==> src/rtl/chol_pkg.sv <==
// Shared definitions for the 2x2 Cholesky / sigma-point pipeline.
// Contents: Q16.16 format constants, sigma generator state encoding,
//           field offsets of the packed 2x2 lower-triangular matrix {L22, L21, L11}.
package chol_pkg;

  localparam int N         = 2;
  localparam int Q_WIDTH   = 32;
  localparam int FRAC_BITS = 16;
  localparam int IDX_WIDTH = 3;

  localparam logic [Q_WIDTH-1:0] Q_MAX = 32'h7FFF_FFFF;
  localparam logic [Q_WIDTH-1:0] Q_MIN = 32'h8000_0000;

  // Packed lower-triangular matrix layout, LSB first: L11, L21, L22.
  localparam int L11_LSB = 0;
  localparam int L21_LSB = Q_WIDTH;
  localparam int L22_LSB = 2 * Q_WIDTH;
  localparam int M_WIDTH = 3 * Q_WIDTH;

  typedef enum logic [1:0] {
    S_IDLE  = 2'd0,
    S_SCALE = 2'd1,
    S_EMIT  = 2'd2
  } sigma_state_e;

  function automatic logic [Q_WIDTH-1:0] mat_field(input logic [M_WIDTH-1:0] m,
                                                   input int lsb);
    return m[lsb +: Q_WIDTH];
  endfunction

endpackage

==> src/rtl/q16_addsub_sat.sv <==
// Q16.16 signed add/subtract, purely combinational, one per vector lane.
// Ports: a, b operands; sub selects a-b (else a+b); y result; ovf signed overflow seen.
// With SIGMA_GEN_SAT_EN defined the result clamps to Q_MAX/Q_MIN on overflow; otherwise it wraps and ovf is 0.
module q16_addsub_sat
  import chol_pkg::*;
(
  input  logic [Q_WIDTH-1:0] a,
  input  logic [Q_WIDTH-1:0] b,
  input  logic               sub,
  output logic [Q_WIDTH-1:0] y,
  output logic               ovf
);

`ifdef SIGMA_GEN_SAT_EN
  // One guard bit: the result overflowed when the guard and sign bits disagree.
  logic [Q_WIDTH:0] ext;

  always_comb begin
    ext = sub ? ({a[Q_WIDTH-1], a} - {b[Q_WIDTH-1], b})
              : ({a[Q_WIDTH-1], a} + {b[Q_WIDTH-1], b});
    ovf = ext[Q_WIDTH] ^ ext[Q_WIDTH-1];
    y   = ovf ? (ext[Q_WIDTH] ? Q_MIN : Q_MAX) : ext[Q_WIDTH-1:0];
  end
`else
  always_comb begin
    y   = sub ? (a - b) : (a + b);
    ovf = 1'b0;
  end
`endif

endmodule

==> src/rtl/sigma_gen_2.sv <==
// Sigma-point generator for a 2-state unscented transform: x, x +/- gamma*L[:,j], 5 points.
// Ports: L/x/gamma with L_valid/in_ready in; sigma/sigma_idx with sigma_valid/sigma_ready out;
//        done pulses after the last point; sat_flag sticky per set (only with SIGMA_GEN_SAT_EN).
module sigma_gen_2
  import chol_pkg::*;
(
  input  logic                 clk,
  input  logic                 rst,
  input  logic [M_WIDTH-1:0]   L,
  input  logic                 L_valid,
  input  logic [2*Q_WIDTH-1:0] x,
  input  logic [Q_WIDTH-1:0]   gamma,
  output logic                 in_ready,
  output logic [2*Q_WIDTH-1:0] sigma,
  output logic [IDX_WIDTH-1:0] sigma_idx,
  output logic                 sigma_valid,
  input  logic                 sigma_ready,
  output logic                 done,
  output logic                 sat_flag
);

  sigma_state_e state, state_nxt;

  logic [M_WIDTH-1:0]   l_r;
  logic [2*Q_WIDTH-1:0] x_r;
  logic [Q_WIDTH-1:0]   gamma_r;
  logic [Q_WIDTH-1:0]   g11, g21, g22;
  logic [1:0]           cnt;

  logic                 xfer;
  logic                 last_xfer;

  assign xfer      = sigma_valid & sigma_ready;
  assign last_xfer = xfer & (sigma_idx == IDX_WIDTH'(4));

  // ---------------- scaling multiplier (one product per S_SCALE cycle) ----------------
  logic [Q_WIDTH-1:0]   l_sel;
  logic signed [63:0]   ga_ext, la_ext, prod;
  logic [Q_WIDTH-1:0]   prod_q;
  logic [15:0]          unused_prod_lo;

  always_comb begin
    case (cnt)
      2'd0:    l_sel = mat_field(l_r, L11_LSB);
      2'd1:    l_sel = mat_field(l_r, L21_LSB);
      default: l_sel = mat_field(l_r, L22_LSB);
    endcase
  end

  assign ga_ext = {{32{gamma_r[Q_WIDTH-1]}}, gamma_r};
  assign la_ext = {{32{l_sel[Q_WIDTH-1]}}, l_sel};
  assign prod   = ga_ext * la_ext;
  // Fractional bits below the Q16.16 LSB are dropped (truncation, no rounding).
  assign unused_prod_lo = prod[15:0];

`ifdef SIGMA_GEN_SAT_EN
  logic prod_sat;
  // Bits [63:47] must be a pure sign extension for the Q16.16 result to be exact.
  assign prod_sat = ~((&prod[63:47]) | ~(|prod[63:47]));
  assign prod_q   = prod_sat ? (prod[63] ? Q_MIN : Q_MAX) : prod[47:16];
`else
  logic [15:0] unused_prod_hi;
  assign unused_prod_hi = prod[63:48];
  assign prod_q         = prod[47:16];
`endif

  // ---------------- next-point lanes ----------------
  // The point after the current one is built from x and the scaled columns:
  // idx1/idx3 use column 1 (g11, g21), idx2/idx4 use column 2 (0, g22); idx3/idx4 subtract.
  logic [IDX_WIDTH-1:0] nidx;
  logic                 col1, lane_sub;
  logic [Q_WIDTH-1:0]   b1, b2, y1, y2;
  logic                 ovf1, ovf2;

  assign nidx     = sigma_idx + IDX_WIDTH'(1);
  assign col1     = (nidx == IDX_WIDTH'(1)) | (nidx == IDX_WIDTH'(3));
  assign lane_sub = (nidx >= IDX_WIDTH'(3));
  assign b1       = col1 ? g11 : '0;
  assign b2       = col1 ? g21 : g22;

  q16_addsub_sat u_lane1 (
    .a   (x_r[Q_WIDTH-1:0]),
    .b   (b1),
    .sub (lane_sub),
    .y   (y1),
    .ovf (ovf1)
  );

  q16_addsub_sat u_lane2 (
    .a   (x_r[2*Q_WIDTH-1:Q_WIDTH]),
    .b   (b2),
    .sub (lane_sub),
    .y   (y2),
    .ovf (ovf2)
  );

  // ---------------- FSM: state register ----------------
  always_ff @(posedge clk) begin
    if (rst) state <= S_IDLE;
    else     state <= state_nxt;
  end

  // ---------------- FSM: next state ----------------
  always_comb begin
    state_nxt = state;
    case (state)
      S_IDLE:  if (L_valid)        state_nxt = S_SCALE;
      S_SCALE: if (cnt == 2'd2)    state_nxt = S_EMIT;
      S_EMIT:  if (last_xfer)      state_nxt = S_IDLE;
      default:                     state_nxt = S_IDLE;
    endcase
  end

  // ---------------- FSM: outputs ----------------
  always_comb begin
    in_ready = (state == S_IDLE);
  end

  // ---------------- datapath registers ----------------
`ifdef SIGMA_GEN_SAT_EN
  logic sat_r;
  assign sat_flag = sat_r;
`else
  logic unused_ovf;
  assign unused_ovf = ovf1 | ovf2;
  assign sat_flag   = 1'b0;
`endif

  always_ff @(posedge clk) begin
    if (rst) begin
      l_r         <= '0;
      x_r         <= '0;
      gamma_r     <= '0;
      g11         <= '0;
      g21         <= '0;
      g22         <= '0;
      cnt         <= '0;
      sigma       <= '0;
      sigma_idx   <= '0;
      sigma_valid <= 1'b0;
      done        <= 1'b0;
`ifdef SIGMA_GEN_SAT_EN
      sat_r       <= 1'b0;
`endif
    end else begin
      done <= 1'b0;
      case (state)
        S_IDLE: begin
          if (L_valid) begin
            l_r     <= L;
            x_r     <= x;
            gamma_r <= gamma;
            cnt     <= '0;
`ifdef SIGMA_GEN_SAT_EN
            sat_r   <= 1'b0;
`endif
          end
        end
        S_SCALE: begin
          case (cnt)
            2'd0:    g11 <= prod_q;
            2'd1:    g21 <= prod_q;
            default: g22 <= prod_q;
          endcase
          cnt <= cnt + 2'd1;
`ifdef SIGMA_GEN_SAT_EN
          if (prod_sat) sat_r <= 1'b1;
`endif
          if (cnt == 2'd2) begin
            sigma       <= x_r;
            sigma_idx   <= '0;
            sigma_valid <= 1'b1;
          end
        end
        S_EMIT: begin
          if (last_xfer) begin
            sigma_valid <= 1'b0;
            done        <= 1'b1;
          end else if (xfer) begin
            sigma     <= {y2, y1};
            sigma_idx <= nidx;
`ifdef SIGMA_GEN_SAT_EN
            if (ovf1 | ovf2) sat_r <= 1'b1;
`endif
          end
        end
        default: ;
      endcase
    end
  end

endmodule

==> config.mk <==
export PLATFORM = sky130hd
export DESIGN_NAME = sigma_gen_2
export DESIGN_NICKNAME = d
export VERILOG_FILES = /design/src/rtl/chol_pkg.sv /design/src/rtl/q16_addsub_sat.sv /design/src/rtl/sigma_gen_2.sv
export SDC_FILE = /design/constraint.sdc
export NUM_CORES = 2
export LEC_CHECK = 0
export ABC_CLOCK_PERIOD_IN_PS = 10100
export CELL_PAD_IN_SITES_DETAIL_PLACEMENT = 0
export CELL_PAD_IN_SITES_GLOBAL_PLACEMENT = 2
export CORE_MARGIN = 2
export CORE_UTILIZATION = 39
export DETAILED_ROUTE_END_ITERATION = 12
export PLACE_DENSITY_LB_ADDON = 0.1
export REMOVE_ABC_BUFFERS = 1
export SLEW_MARGIN = 5
export SYNTH_ARGS = -nofsm -noshare
export SYNTH_HDL_FRONTEND = slang
export SYNTH_SLANG_ARGS = --single-unit
==> constraint.sdc <==
create_clock -name clk -period 10.1 [get_ports clk]
set_input_delay 1.01 -clock clk [delete_from_list [all_inputs] [get_ports clk]]
set_output_delay 1.01 -clock clk [all_outputs]
set_load 0.03 [all_outputs]
==> impl_metrics.env <==
export IMPL_setup_tns_ns=0
export IMPL_clock_latency_ns=0.66
export IMPL_cp_arrival_ns=9.96
export IMPL_cts_sinks=361
export IMPL_synth_compound_area_frac=0.1074
export IMPL_crit_type="reg -> reg"
export IMPL_drive_above_1_share=0.04245
export IMPL_avgViaCountPerCell=5.112
export IMPL_die_w_um=353.5
export IMPL_crit_buf_inv=4
export IMPL_cp_slowest_cell="fa_1"
export IMPL_path_max_fanout=24
export IMPL_n_fill_cell=12220
export IMPL_tritoncts="yes"
export IMPL_finalHoldViolCount=0
export IMPL_rows=128
export IMPL_cts_clk_slew_worst_paths_ns=0.06
export IMPL_post_cts_buffers=0
export IMPL_port_buffers=265
export IMPL_wl_um=155400
export IMPL_dpl_hpwl_um=121900
export IMPL_p_leak_uw=0.02388
export IMPL_max_slew_margin=0.2543
export IMPL_ctsHoldBuffers=0
export IMPL_drtPass1Iterations=6
export IMPL_rsz0062_at_grt="no"
export IMPL_yosysSeqAreaShare=0.1517
export IMPL_vias=37810
export IMPL_synth_top_family_by_area="adder cells"
export IMPL_powerDensity_nw_per_um2=140.3
export IMPL_synth_xor_area_share=0.02776
export IMPL_area_growth_pct=12.75
export IMPL_irDropWorstVdd_v=0.0001160
export IMPL_synth_edff_count=0
export IMPL_routabilityCongestion=0.8583
export IMPL_period_share=0.9273
export IMPL_cp_data_required_time_ns=10.70
export IMPL_min_path_type="reg -> reg"
export IMPL_cp_top_family="adder cells"
export IMPL_synth_cell_area_sq_um=47630
export IMPL_cpMostUsedCell="fa_1"
export IMPL_clockBufferDepth=3
export IMPL_yosys_warnings=0
export IMPL_fin_crit_ns=9.365
export IMPL_clockRootBuffer="clkbuf_16"
export IMPL_synthAdderAreaFrac=0.4142
export IMPL_yosys_area_share_simple=0.1988
export IMPL_final_antenna_net_count=0
export IMPL_synth_area_per_cell_sq_um=8.420
export IMPL_status="complete, no violations"
export IMPL_yosysUniqueCellTypes=84
export IMPL_grtUsageTotal=0.2515
export IMPL_grt_antenna_before_repair=7
export IMPL_worst_setup_path_start_kind="register"
export IMPL_ys_ff_latch=361
export IMPL_max_cap_violations=0
export IMPL_final_area_sq_um=53710
export IMPL_overflow=0
export IMPL_first_iter_violations=2164
export IMPL_synth_ff_type="dfxtp_1"
export IMPL_cts_resized=0
export IMPL_die_h_um=353.5
export IMPL_endpoint_kind="register"
export IMPL_slew_violations=0
export IMPL_hold_slack_ns=0.4503
export IMPL_dieArea_sq_um=125000
export IMPL_cp_slowest_stage_delay_ns=0.59
export IMPL_cts_buffers_inserted=47
export IMPL_wire_per_inst_um=21.01
export IMPL_core_area_sq_um=121600
export IMPL_synthCells=5657
export IMPL_htreeDepth=2
export IMPL_nNetsFinal=7005
export IMPL_post_route_drc_count=0
export IMPL_skew_ns=0.04270
export IMPL_async_reset_ff_frac=0
export IMPL_ios=267
export IMPL_multi_input_area_sq_um=36100
export IMPL_first_global_vias=39430
export IMPL_synth_mux_area_fraction=0.008274
export IMPL_grt_pass1_wl_um=242200
export IMPL_finalSetupViolations=0
export IMPL_dpl_cell_area_sq_um=51970
export IMPL_max_clock_freq_ghz=0.1068
export IMPL_worstMarginPinSlew_ns=1.119
export IMPL_register_area_sq_um=7242
export IMPL_grt_max_degree=113
export IMPL_start_util=0.3919
worst register-to-register path: stages, from the launching register on:
cell      delay [ns]
dfxtp_1         0.35
inv_1           0.07
ha_2            0.28
nor2_8          0.53
nand2_1         0.12
nand2_1         0.58
buf_4           0.39
nand2_1         0.12
fa_1            0.55
fa_1            0.58
fa_1            0.59
fa_1            0.44
fa_1            0.55
inv_1           0.05
fa_1            0.45
fa_1            0.51
fa_1            0.41
ha_1            0.39
nand3_1         0.14
or4_1           0.54
a211o_2         0.33
a31oi_4         0.28
o211ai_1        0.21
nand2_1         0.17
a221oi_1        0.10
buf_4           0.18
nor4_1          0.28
a211o_1         0.15
stage by stage:
stage | power [uW] | setup WS, ns | cells | util
global route | 8129 | 0.1923 | 7396 | 0.4418
detailed placement | 5669 | 0.6906 | 7312 | 0.4275
floorplan | 4358 | 1.243 | 5313 | -
global placement | 5658 | 0.8664 | 7312 | 0.4275
finish | 7538 | 0.7346 | 7397 | 0.4418
CTS | 7608 | 0.7090 | 7396 | 0.4418
layout by cell type (no fill, tap or decap), types with 77 or more instances in the layout:
master           instances
o21ai_0                 77
nand2_1               1159
dfxtp_1                349
nor2_1                 177
and2_1                 409
inv_1                  815
xnor2_1                 96
ha_1                   231
fa_1                   840
buf_4                  104
a21oi_1                408
clkdlybuf4s50_1        264
power by group:
part | internal (uW) | switching, uW
Clock | 1180 | 717
Combinational | 1520 | 2440
Sequential | 1520 | 156
Total | 4230 | 3310
cell type report:
cell class              count  area share
inverters                 815     0.05696
diodes                      1  0.00004659
flip-flops and latches    361      0.1348
multi-input cells        4137      0.6721
repair buffers            374     0.06588
well taps                1625     0.03786
clock inverters            19    0.007501
clock buffers              65     0.02483
state kept, by name, indices dropped and copies added (netlist names):
| register | count |
|---|---|
| state | 2 |
| sigma_idx | 3 |
| g22 | 32 |
| gamma_r | 32 |
| sigma_valid | 1 |
| x_r | 64 |
| sigma | 64 |
| g11 | 32 |
| cnt | 2 |
| g21 | 32 |
| l_r | 96 |
| done | 1 |
metal layers:
layer / GRT usage / part of all wire / up-vias
li1: - / - / 17760
met1: 0.3559 / 0.47 / 19110
met2: 0.4136 / 0.46 / 797
met3: 0.03186 / 0.048 / 141
met4: 0.05115 / 0.019 / 4
met5: 0 / 0.00015 / -
final timing paths:
path	from	to	slack [ns]	depth (start not counted)
max	cnt[1]	g21[24]	0.73	27
min	sigma[2]	sigma[2]	0.45	2
max reg2reg	cnt[1]	g21[24]	0.73	27
min reg2reg	sigma[2]	sigma[2]	0.45	2
logic make-up after synthesis:
kind of cell,count (synthesis)
other,1
buffers and inverters,1159
DFF,361
adders and majority gates,1073
xor gates and xnor gates,151
and+or+nand+nor,2055
AOI/OAI and AO/OA,818
muxes,39
synthesized netlist by cell type (all sizes together), types with 22 or more instances:
cell type / number / area share
a21o: 68 / 0.011
or3: 28 / 0.0037
and2: 411 / 0.054
inv: 815 / 0.064
nor2: 179 / 0.014
fa: 840 / 0.35
ha: 233 / 0.061
dfxtp: 361 / 0.15
nand3: 41 / 0.0043
a311oi: 33 / 0.0061
mux2i: 36 / 0.0076
a21oi: 415 / 0.044
a211oi: 36 / 0.0057
nor3: 53 / 0.0056
buf: 26 / 0.0025
xor2: 55 / 0.010
xnor2: 96 / 0.018
nand2: 1161 / 0.091
nor2b: 71 / 0.0093
clkbuf: 318 / 0.025
o21ai: 81 / 0.0087
o31ai: 22 / 0.0039
(Power assumes the default switching activity.)
